File: src/rtl/signed_serial_multiplier_p_if.sv
// Serial operand/result bundle for signed_serial_multiplier_p.
// Carries ovf only when SMUL_OVF_FLAG_EN is defined.
interface signed_serial_multiplier_p_if #(
    parameter int unsigned WIDTH = 12
);
    logic                 x_in;
    logic                 sx;
    logic                 fx;
    logic                 y_in;
    logic                 sy;
    logic                 fy;
    logic                 mul;
    logic                 busy;
    logic                 done;
    logic                 sz;
    logic                 z_out;
    logic                 fz;
    logic [2*WIDTH-1:0]   z_par;
`ifdef SMUL_OVF_FLAG_EN
    logic                 ovf;

    modport slave (
        input  x_in, sx, y_in, sy, mul, sz,
        output fx, fy, busy, done, z_out, fz, z_par, ovf
    );

    modport master (
        output x_in, sx, y_in, sy, mul, sz,
        input  fx, fy, busy, done, z_out, fz, z_par, ovf
    );
`else
    modport slave (
        input  x_in, sx, y_in, sy, mul, sz,
        output fx, fy, busy, done, z_out, fz, z_par
    );

    modport master (
        output x_in, sx, y_in, sy, mul, sz,
        input  fx, fy, busy, done, z_out, fz, z_par
    );
`endif
endinterface

File: src/rtl/signed_serial_multiplier_p.sv
// Serial-in/serial-out signed multiplier using sign-magnitude shift-add.
// Optional overflow flag (product not representable in WIDTH bits) under SMUL_OVF_FLAG_EN.
module signed_serial_multiplier_p #(
    parameter int unsigned WIDTH = 12,
    parameter int unsigned CNT_W = $clog2(2 * WIDTH) + 1
) (
    input logic                         clk,
    input logic                         rst,
    signed_serial_multiplier_p_if.slave bus
);
    localparam int unsigned PW = 2 * WIDTH;

    typedef enum logic [2:0] {
        StIdle,
        StAbs,
        StMult,
        StSign,
        StOut
    } state_e;

    state_e           state_q;

    // Operand shift-in registers and their fill counters.
    logic [WIDTH-1:0] x_reg_q;
    logic [WIDTH-1:0] y_reg_q;
    logic [CNT_W-1:0] x_cnt_q;
    logic [CNT_W-1:0] y_cnt_q;
    logic             fx_q;
    logic             fy_q;

    // Operands captured at start so the input registers can refill.
    logic [WIDTH-1:0] x_op_q;
    logic [WIDTH-1:0] y_op_q;
    logic             sign_q;

    logic [WIDTH-1:0] mplier_q;
    logic [PW-1:0]    mcand_q;
    logic [PW-1:0]    acc_q;
    logic [CNT_W-1:0] cnt_q;

    logic [PW-1:0]    z_sh_q;
    logic [PW-1:0]    z_par_q;
    logic             busy_q;
    logic             done_q;
    logic             fz_q;

    logic [WIDTH-1:0] x_mag;
    logic [WIDTH-1:0] y_mag;
    logic [PW-1:0]    res;
    logic             accept;

`ifdef SMUL_OVF_FLAG_EN
    logic             ovf_q;
    logic             ovf_n;
    logic [WIDTH:0]   res_top;
`endif

    always_comb begin
        accept = (state_q == StIdle) && fx_q && fy_q && bus.mul;
        // Negating the most negative value wraps back to itself, which read
        // as unsigned is exactly its magnitude.
        x_mag  = x_op_q[WIDTH-1] ? -x_op_q : x_op_q;
        y_mag  = y_op_q[WIDTH-1] ? -y_op_q : y_op_q;
        res    = sign_q ? -acc_q : acc_q;
    end

`ifdef SMUL_OVF_FLAG_EN
    // Representable in WIDTH bits iff the top WIDTH+1 bits are all equal.
    always_comb begin
        res_top = res[PW-1:WIDTH-1];
        ovf_n   = !((&res_top) || !(|res_top));
    end
`endif

    always_ff @(posedge clk) begin
        if (rst) begin
            state_q  <= StIdle;
            x_reg_q  <= '0;
            y_reg_q  <= '0;
            x_cnt_q  <= '0;
            y_cnt_q  <= '0;
            fx_q     <= 1'b0;
            fy_q     <= 1'b0;
            x_op_q   <= '0;
            y_op_q   <= '0;
            sign_q   <= 1'b0;
            mplier_q <= '0;
            mcand_q  <= '0;
            acc_q    <= '0;
            cnt_q    <= '0;
            z_sh_q   <= '0;
            z_par_q  <= '0;
            busy_q   <= 1'b0;
            done_q   <= 1'b0;
            fz_q     <= 1'b0;
`ifdef SMUL_OVF_FLAG_EN
            ovf_q    <= 1'b0;
`endif
        end else begin
            fz_q <= 1'b0;

            if (accept) begin
                fx_q    <= 1'b0;
                x_cnt_q <= '0;
            end else if (!fx_q && bus.sx) begin
                x_reg_q <= {x_reg_q[WIDTH-2:0], bus.x_in};
                x_cnt_q <= x_cnt_q + CNT_W'(1);
                if (x_cnt_q == CNT_W'(WIDTH - 1)) begin
                    fx_q <= 1'b1;
                end
            end

            if (accept) begin
                fy_q    <= 1'b0;
                y_cnt_q <= '0;
            end else if (!fy_q && bus.sy) begin
                y_reg_q <= {y_reg_q[WIDTH-2:0], bus.y_in};
                y_cnt_q <= y_cnt_q + CNT_W'(1);
                if (y_cnt_q == CNT_W'(WIDTH - 1)) begin
                    fy_q <= 1'b1;
                end
            end

            case (state_q)
                StIdle: begin
                    if (accept) begin
                        x_op_q  <= x_reg_q;
                        y_op_q  <= y_reg_q;
                        sign_q  <= x_reg_q[WIDTH-1] ^ y_reg_q[WIDTH-1];
                        busy_q  <= 1'b1;
                        state_q <= StAbs;
                    end
                end

                StAbs: begin
                    mcand_q  <= {{WIDTH{1'b0}}, x_mag};
                    mplier_q <= y_mag;
                    acc_q    <= '0;
                    cnt_q    <= '0;
                    state_q  <= StMult;
                end

                StMult: begin
                    if (mplier_q[0]) begin
                        acc_q <= acc_q + mcand_q;
                    end
                    mcand_q  <= mcand_q << 1;
                    mplier_q <= mplier_q >> 1;
                    cnt_q    <= cnt_q + CNT_W'(1);
                    if (cnt_q == CNT_W'(WIDTH - 1)) begin
                        state_q <= StSign;
                    end
                end

                StSign: begin
                    z_sh_q  <= res;
                    z_par_q <= res;
`ifdef SMUL_OVF_FLAG_EN
                    ovf_q   <= ovf_n;
`endif
                    cnt_q   <= '0;
                    busy_q  <= 1'b0;
                    done_q  <= 1'b1;
                    state_q <= StOut;
                end

                StOut: begin
                    if (bus.sz) begin
                        z_sh_q <= z_sh_q << 1;
                        cnt_q  <= cnt_q + CNT_W'(1);
                        if (cnt_q == CNT_W'(PW - 1)) begin
                            fz_q    <= 1'b1;
                            done_q  <= 1'b0;
                            state_q <= StIdle;
                        end
                    end
                end

                default: begin
                    state_q <= StIdle;
                end
            endcase
        end
    end

    // z_sh_q is fully shifted out by the time OUT is left, so z_out is 0 elsewhere.
    assign bus.fx    = fx_q;
    assign bus.fy    = fy_q;
    assign bus.busy  = busy_q;
    assign bus.done  = done_q;
    assign bus.fz    = fz_q;
    assign bus.z_out = z_sh_q[PW-1];
    assign bus.z_par = z_par_q;
`ifdef SMUL_OVF_FLAG_EN
    assign bus.ovf   = ovf_q;
`endif

endmodule

File: src/flat_wrapper.sv
// flat-port wrapper written by rule: the top's interface ports become plain ports
module signed_serial_multiplier_p_flat 
#(
    parameter int unsigned WIDTH = 12,
    parameter int unsigned CNT_W = $clog2(2 * WIDTH) + 1
)
  (clk, rst, bus_x_in, bus_sx, bus_y_in, bus_sy, bus_mul, bus_sz, bus_fx, bus_fy, bus_busy, bus_done, bus_z_out, bus_fz, bus_z_par);
  signed_serial_multiplier_p_if #(.WIDTH(WIDTH)) bus_i ();
  input logic clk;
  input logic rst;
  input wire logic [$bits(bus_i.x_in)-1:0] bus_x_in;
  input wire logic [$bits(bus_i.sx)-1:0] bus_sx;
  input wire logic [$bits(bus_i.y_in)-1:0] bus_y_in;
  input wire logic [$bits(bus_i.sy)-1:0] bus_sy;
  input wire logic [$bits(bus_i.mul)-1:0] bus_mul;
  input wire logic [$bits(bus_i.sz)-1:0] bus_sz;
  output wire logic [$bits(bus_i.fx)-1:0] bus_fx;
  output wire logic [$bits(bus_i.fy)-1:0] bus_fy;
  output wire logic [$bits(bus_i.busy)-1:0] bus_busy;
  output wire logic [$bits(bus_i.done)-1:0] bus_done;
  output wire logic [$bits(bus_i.z_out)-1:0] bus_z_out;
  output wire logic [$bits(bus_i.fz)-1:0] bus_fz;
  output wire logic [$bits(bus_i.z_par)-1:0] bus_z_par;
  assign bus_i.x_in = bus_x_in;
  assign bus_i.sx = bus_sx;
  assign bus_i.y_in = bus_y_in;
  assign bus_i.sy = bus_sy;
  assign bus_i.mul = bus_mul;
  assign bus_i.sz = bus_sz;
  assign bus_fx = bus_i.fx;
  assign bus_fy = bus_i.fy;
  assign bus_busy = bus_i.busy;
  assign bus_done = bus_i.done;
  assign bus_z_out = bus_i.z_out;
  assign bus_fz = bus_i.fz;
  assign bus_z_par = bus_i.z_par;
  signed_serial_multiplier_p #(.WIDTH(WIDTH), .CNT_W(CNT_W)) u_core (.clk(clk), .rst(rst), .bus(bus_i));
endmodule
File: config.mk
export PLATFORM = sky130hd
export DESIGN_NAME = signed_serial_multiplier_p_flat
export DESIGN_NICKNAME = d
export VERILOG_FILES = /design/src/rtl/signed_serial_multiplier_p_if.sv /design/src/rtl/signed_serial_multiplier_p.sv /design/src/flat_wrapper.sv
export SDC_FILE = /design/constraint.sdc
export NUM_CORES = 1
export LEC_CHECK = 0
export CORE_MARGIN = 5
export CORE_UTILIZATION = 40
export CTS_BUF_LIST = sky130_fd_sc_hd__clkbuf_16
export DETAILED_ROUTE_END_ITERATION = 6
export PLACE_DENSITY = 0.55
export SYNTH_ARGS = -nofsm -noshare
export SYNTH_HDL_FRONTEND = slang
export SYNTH_SLANG_ARGS = --single-unit
File: constraint.sdc
create_clock -name clk -period 3.23 [get_ports clk]
set_input_delay 0.646 -clock clk [delete_from_list [all_inputs] [get_ports clk]]
set_output_delay 0.646 -clock clk [all_outputs]
set_load 0.02 [all_outputs]
Word-level counts from Yosys, hierarchy flattened
Cells that the tools add are included. Widths: inputs -> output; s select.

Add/subtract/negate cells: 7. Reductions and logical operators: 26. Equal/unequal tests: 13. Muxes and demuxes: 22. Bitwise logic cells: 4.

Operators by type and width (count): $pmux 24 s2 (3); $mux 24 (3); $add 24x24->24 (1); $mux 12 (2); $neg 12->12 (2); $neg 24->24 (1); $pmux 12 s2 (1); $add 6x1->6 const B (3); $eq 6x4->1 const B (3); $pmux 6 s3 (1); $reduce_and 2->1 (9); $pmux 3 s5 (1); $mux 3 (4); $ne 2x1->1 const B (4); $eq 3x2->1 const B (2); $eq 6x5->1 const B (1); $mux 6 (1); $reduce_bool 2->1 (3); $logic_and 1x1->1 (5); $mux 1 (4); $pmux 1 s2 (2); $reduce_and 4->1 (1); $reduce_or 2->1 (2); $eq 3x1->1 const B (1); 9 further kinds (12).

Register bits: 183. Input bits: 8.

Longest topological paths before layout
Depth after elaboration: 6. Depth in mapped cells: 10. Gate-level depth less buffers: 10.

Worst setup path before layout
No wires, ideal clock.

Kind: flip-flop to flip-flop. Start: register u_core.acc_q[0]. End: register u_core.acc_q[20]. Library setup time: 0.117 ns. Stages on the path, launching flop included: 11. Arrival time: 2.340 ns. Setup slack: 0.774 ns. Buffers on the path: 0. Cell sequence: dfxtp_1 -> ha_1 -> fa_1 -> a21oi_1 -> nand3b_1 -> a311oi_1 -> o31ai_1 -> o21ai_1 -> a221oi_1 -> xnor2_1 -> a22o_1.

Longest elaborated chain between the ends: 3.

RTL lines: from (decl) (RTL line signed_serial_multiplier_p.sv:38) `logic [PW-1:0] acc_q;`; from (signal assigned) (RTL line signed_serial_multiplier_p.sv:145) `acc_q <= acc_q + mcand_q;`; $add 24x24->24 (RTL line signed_serial_multiplier_p.sv:145); $mux 24 (RTL line signed_serial_multiplier_p.sv:144) `if (mplier_q[0]) begin`; $pmux 24 s2 (RTL line signed_serial_multiplier_p.sv:124) `case (state_q)`.

Every way passes these cells. The select of a mux whose other input is x is not followed. A chain may end at the register's enable or synchronous reset.

Final worst setup path
Ends and elaborated chain as after synthesis.

==> key figures <==
Detailed routing
  – Vias: approximately 7200
  – First drt pass iteration count: 4
  – DRT Wirelength: 18820 um
  – Detail Route Antenna Nets: 0
  – Routed wire per std cell: 13.66 um
  – Vias per inst: 5.209
  – Initial DRC count: 336
  – DRC violations left: 0

Place
  – Area of placed instances: 9349 sq um
  – Port bufs: 37
  – Placed Instances: 1346
  – RePlAce Congestion: 0.8931
  – Post-DP HPWL: 13490 um
  – Dpl ws: just under 0.5 ns

Floorplanning
  – Die area: approximately 25000 sq um
  – Initial Util: 0.4039
  – Die Wd: 158.0 um
  – Row cnt: 54
  – Boundary Pins: 38
  – Core area: 21690 sq um
  – Die Y: 158.0 um

Clock tree
  – Clock Latency Late Sink: 0.43 ns
  – Num CTS Buffers: 17
  – Cts hold-fix bufs: 0
  – Clk sink count: between 150 and 200
  – CTS clock-pin slew for the worst setup and hold paths: 0.07 ns
  – Resized Gates After CTS: 0
  – Number of H-tree levels: 4
  – Clock root buffer master: clkbuf_16
  – CTS tree: yes
  – Post-CTS setup buffer count: 0
  – Clock Path Buffers: 2

Critical path
  – Worst Setup Start Kind: flop
  – R2R cell count: 10
  – Critical setup path kind: flop to flop
  – Critical Path RT: 3.56 ns
  – CP max FO: 6
  – Worst reg2reg setup slack: 0.48 ns
  – R2R Path End: u_core.acc_q[20]
  – Setup crit end kind: flop
  – R2R Path Start: u_core.acc_q[0]
  – Crit path DAT: between 3 and 4 ns

Synth
  – Synth warn: 0
  – Synth top area cells: dfxtp_1, nand2_1, a21oi_1, nor2_1, ha_1
  – FF+latch count, synth: 183
  – Most used DFF post-synth: dfxtp_1
  – Top cells by count, synth: dfxtp_1, nand2_1, nor2_1
  – Post-synth cell types: 57
  – Count leader, synth: dfxtp_1
  – Syn avg cell area: 8.089 sq um
  – Synthesized cell area: between 8000 and 9000 sq um
  – Syn nets: 1121
  – Synth area leader: dfxtp_1
  – EDFF count, synth: 0
  – Ys async rst share: 0
  – Yosys top cell area share: 0.4182
  – Sequential share of the synthesized area: 0.4182
  – Cells after synthesis: 1083

Timing
  – Achievable clock frequency: 364.2 MHz
  – Period Utilization, post-route: 0.8502
  – Worst Tran Pin Value: 0.9039 ns
  – RSZ-0062 raised after global routing: false
  – Hold_ws: 0.4565 ns
  – Clock skew: 0.01371 ns
  – Setup TNS: 0 ns
  – Worst Slack Setup Final: around 0.48 ns
  – Hold Fails Final Rpt: 0
  – Max-slew headroom: 0.3966
  – Fin crit period: 2.746 ns
  – Setup violations, final: 0
  – Slew Limit Fails: 0

Finish
  – Fillers: 2159
  – Fin area: 9963 sq um
  – ANT cells: 0
  – Finished Layout Cells: 1378
  – Synth-to-Final Area Change: 13.72%
  – Layout cells sized above 1: 0.05920
  – Final net count: 1123
  – Fin util: 0.4594

GRT
  – First-pass GRT wire length: 32680 um
  – Initial antenna violation count: 0
  – Tot GR Track Use: 0.1573
  – Largest net degree at the start of global routing: 57
  – Global route total overflow: 0
  – Vias in the first global route: between 6000 and 7000

Power and ir drop
  – Max VDD drop: 363.0 uV
  – Post-route total power: 4.457 mW
  – PwrDens: 447.3 nW/um^2
  – Leakage Power: 3.682 nW

Worst hold path
  – HP Class: flop to flop
  – Worst Hold Depth: 2
  – Hold Crit Start: u_core.bus.z_par[18]
  – Hold EP: u_core.bus.z_par[18]

Flow run
  – Max Cap Viol: 0

Status
  – Status: complete, no violations
[routing by layer]
| metal | global-route usage | vias to the layer above | share of wire |
|---|---|---|---|
| met1 | 0.2322 | 3258 | 0.53 |
| met3 | 0.02925 | 16 | 0.030 |
| met4 | 0.04509 | 0 | 0.011 |
| met5 | 0 | - | 0 |
| met2 | 0.2343 | 83 | 0.43 |
| li1 | - | 3821 | - |
[cell families (layout without fill, tap and decap cells)]
group / count (synthesis) / after routing / share of synthesized area
xor gates and xnor gates: 72 / 72 / 0.07198
AOI/OAI and AO/OA: 296 / 296 / 0.2191
muxes: 4 / 4 / 0.004713
and+or+nand+nor: 415 / 415 / 0.2064
adders and majority gates: 30 / 30 / 0.04370
buffers and inverters: 83 / 98 / 0.03599
DFF: 183 / 183 / 0.4182
[layout make-up]
cell class,count,area [sq um],area share
inverters,12,45.04,0.004521
clock inverters,15,188.9,0.01896
repair buffers,54,495.5,0.04973
flip-flops and latches,183,3664,0.3677
multi-input cells,817,4795,0.4812
well taps,280,350.3,0.03516
clock buffers,17,425.4,0.04270
[cell usage in the layout, fill, tap and decap left out, drive strengths merged, types with 22 or more instances in the layout]
master | Yosys | layout
dfxtp | 183 | 183
nand2 | 180 | 180
nor2 | 133 | 133
a21oi | 126 | 126
a211oi | 41 | 41
xnor2 | 36 | 36
xor2 | 36 | 36
clkdlybuf4s50 | 0 | 36
ha | 29 | 29
a22oi | 28 | 28
o21ai | 22 | 22
[report_power, final]
group	switching (mW)	internal, mW	leakage (nW)
combinational	0.0574	0.0224	1.91
clock	0.995	1.11	0.295
sequential	0.00679	2.26	1.47
total	1.06	3.40	3.68
[registers in the layout, indices dropped and copies added (netlist names), 12 cells and up]
signal and flops:
u_core.mcand_q 24, u_core.mplier_q 12, u_core.y_reg_q 12, u_core.acc_q 24, u_core.x_reg_q 12, u_core.z_sh_q 24, u_core.x_op_q 12, u_core.bus.z_par 24
u_core.y_op_q 12
[worst max-delay path by stage]
| stage | end | depth (start not counted) | start |
|---|---|---|---|
| 6_report | u_core.acc_q[20] | 10 | u_core.acc_q[0] |
| 5_1_grt | u_core.acc_q[20] | 10 | u_core.acc_q[0] |
| 4_1_cts | u_core.acc_q[20] | 10 | u_core.acc_q[0] |
| 3_5_place_dp | u_core.acc_q[20] | 10 | u_core.acc_q[0] |
| 3_3_place_gp | u_core.acc_q[20] | 10 | u_core.acc_q[0] |
| 2_1_floorplan | u_core.acc_q[20] | 10 | u_core.acc_q[0] |
[worst max-delay path: stages, from the launching register on]
cell      delay [ns]
dfxtp_1         0.36
ha_1            0.25
fa_1            0.40
a21oi_1         0.17
nand3b_1        0.20
a311oi_1        0.13
o31ai_1         0.30
o21ai_1         0.19
a221oi_1        0.35
xnor2_1         0.10
a22o_1          0.19
(Power assumes the default switching activity.)
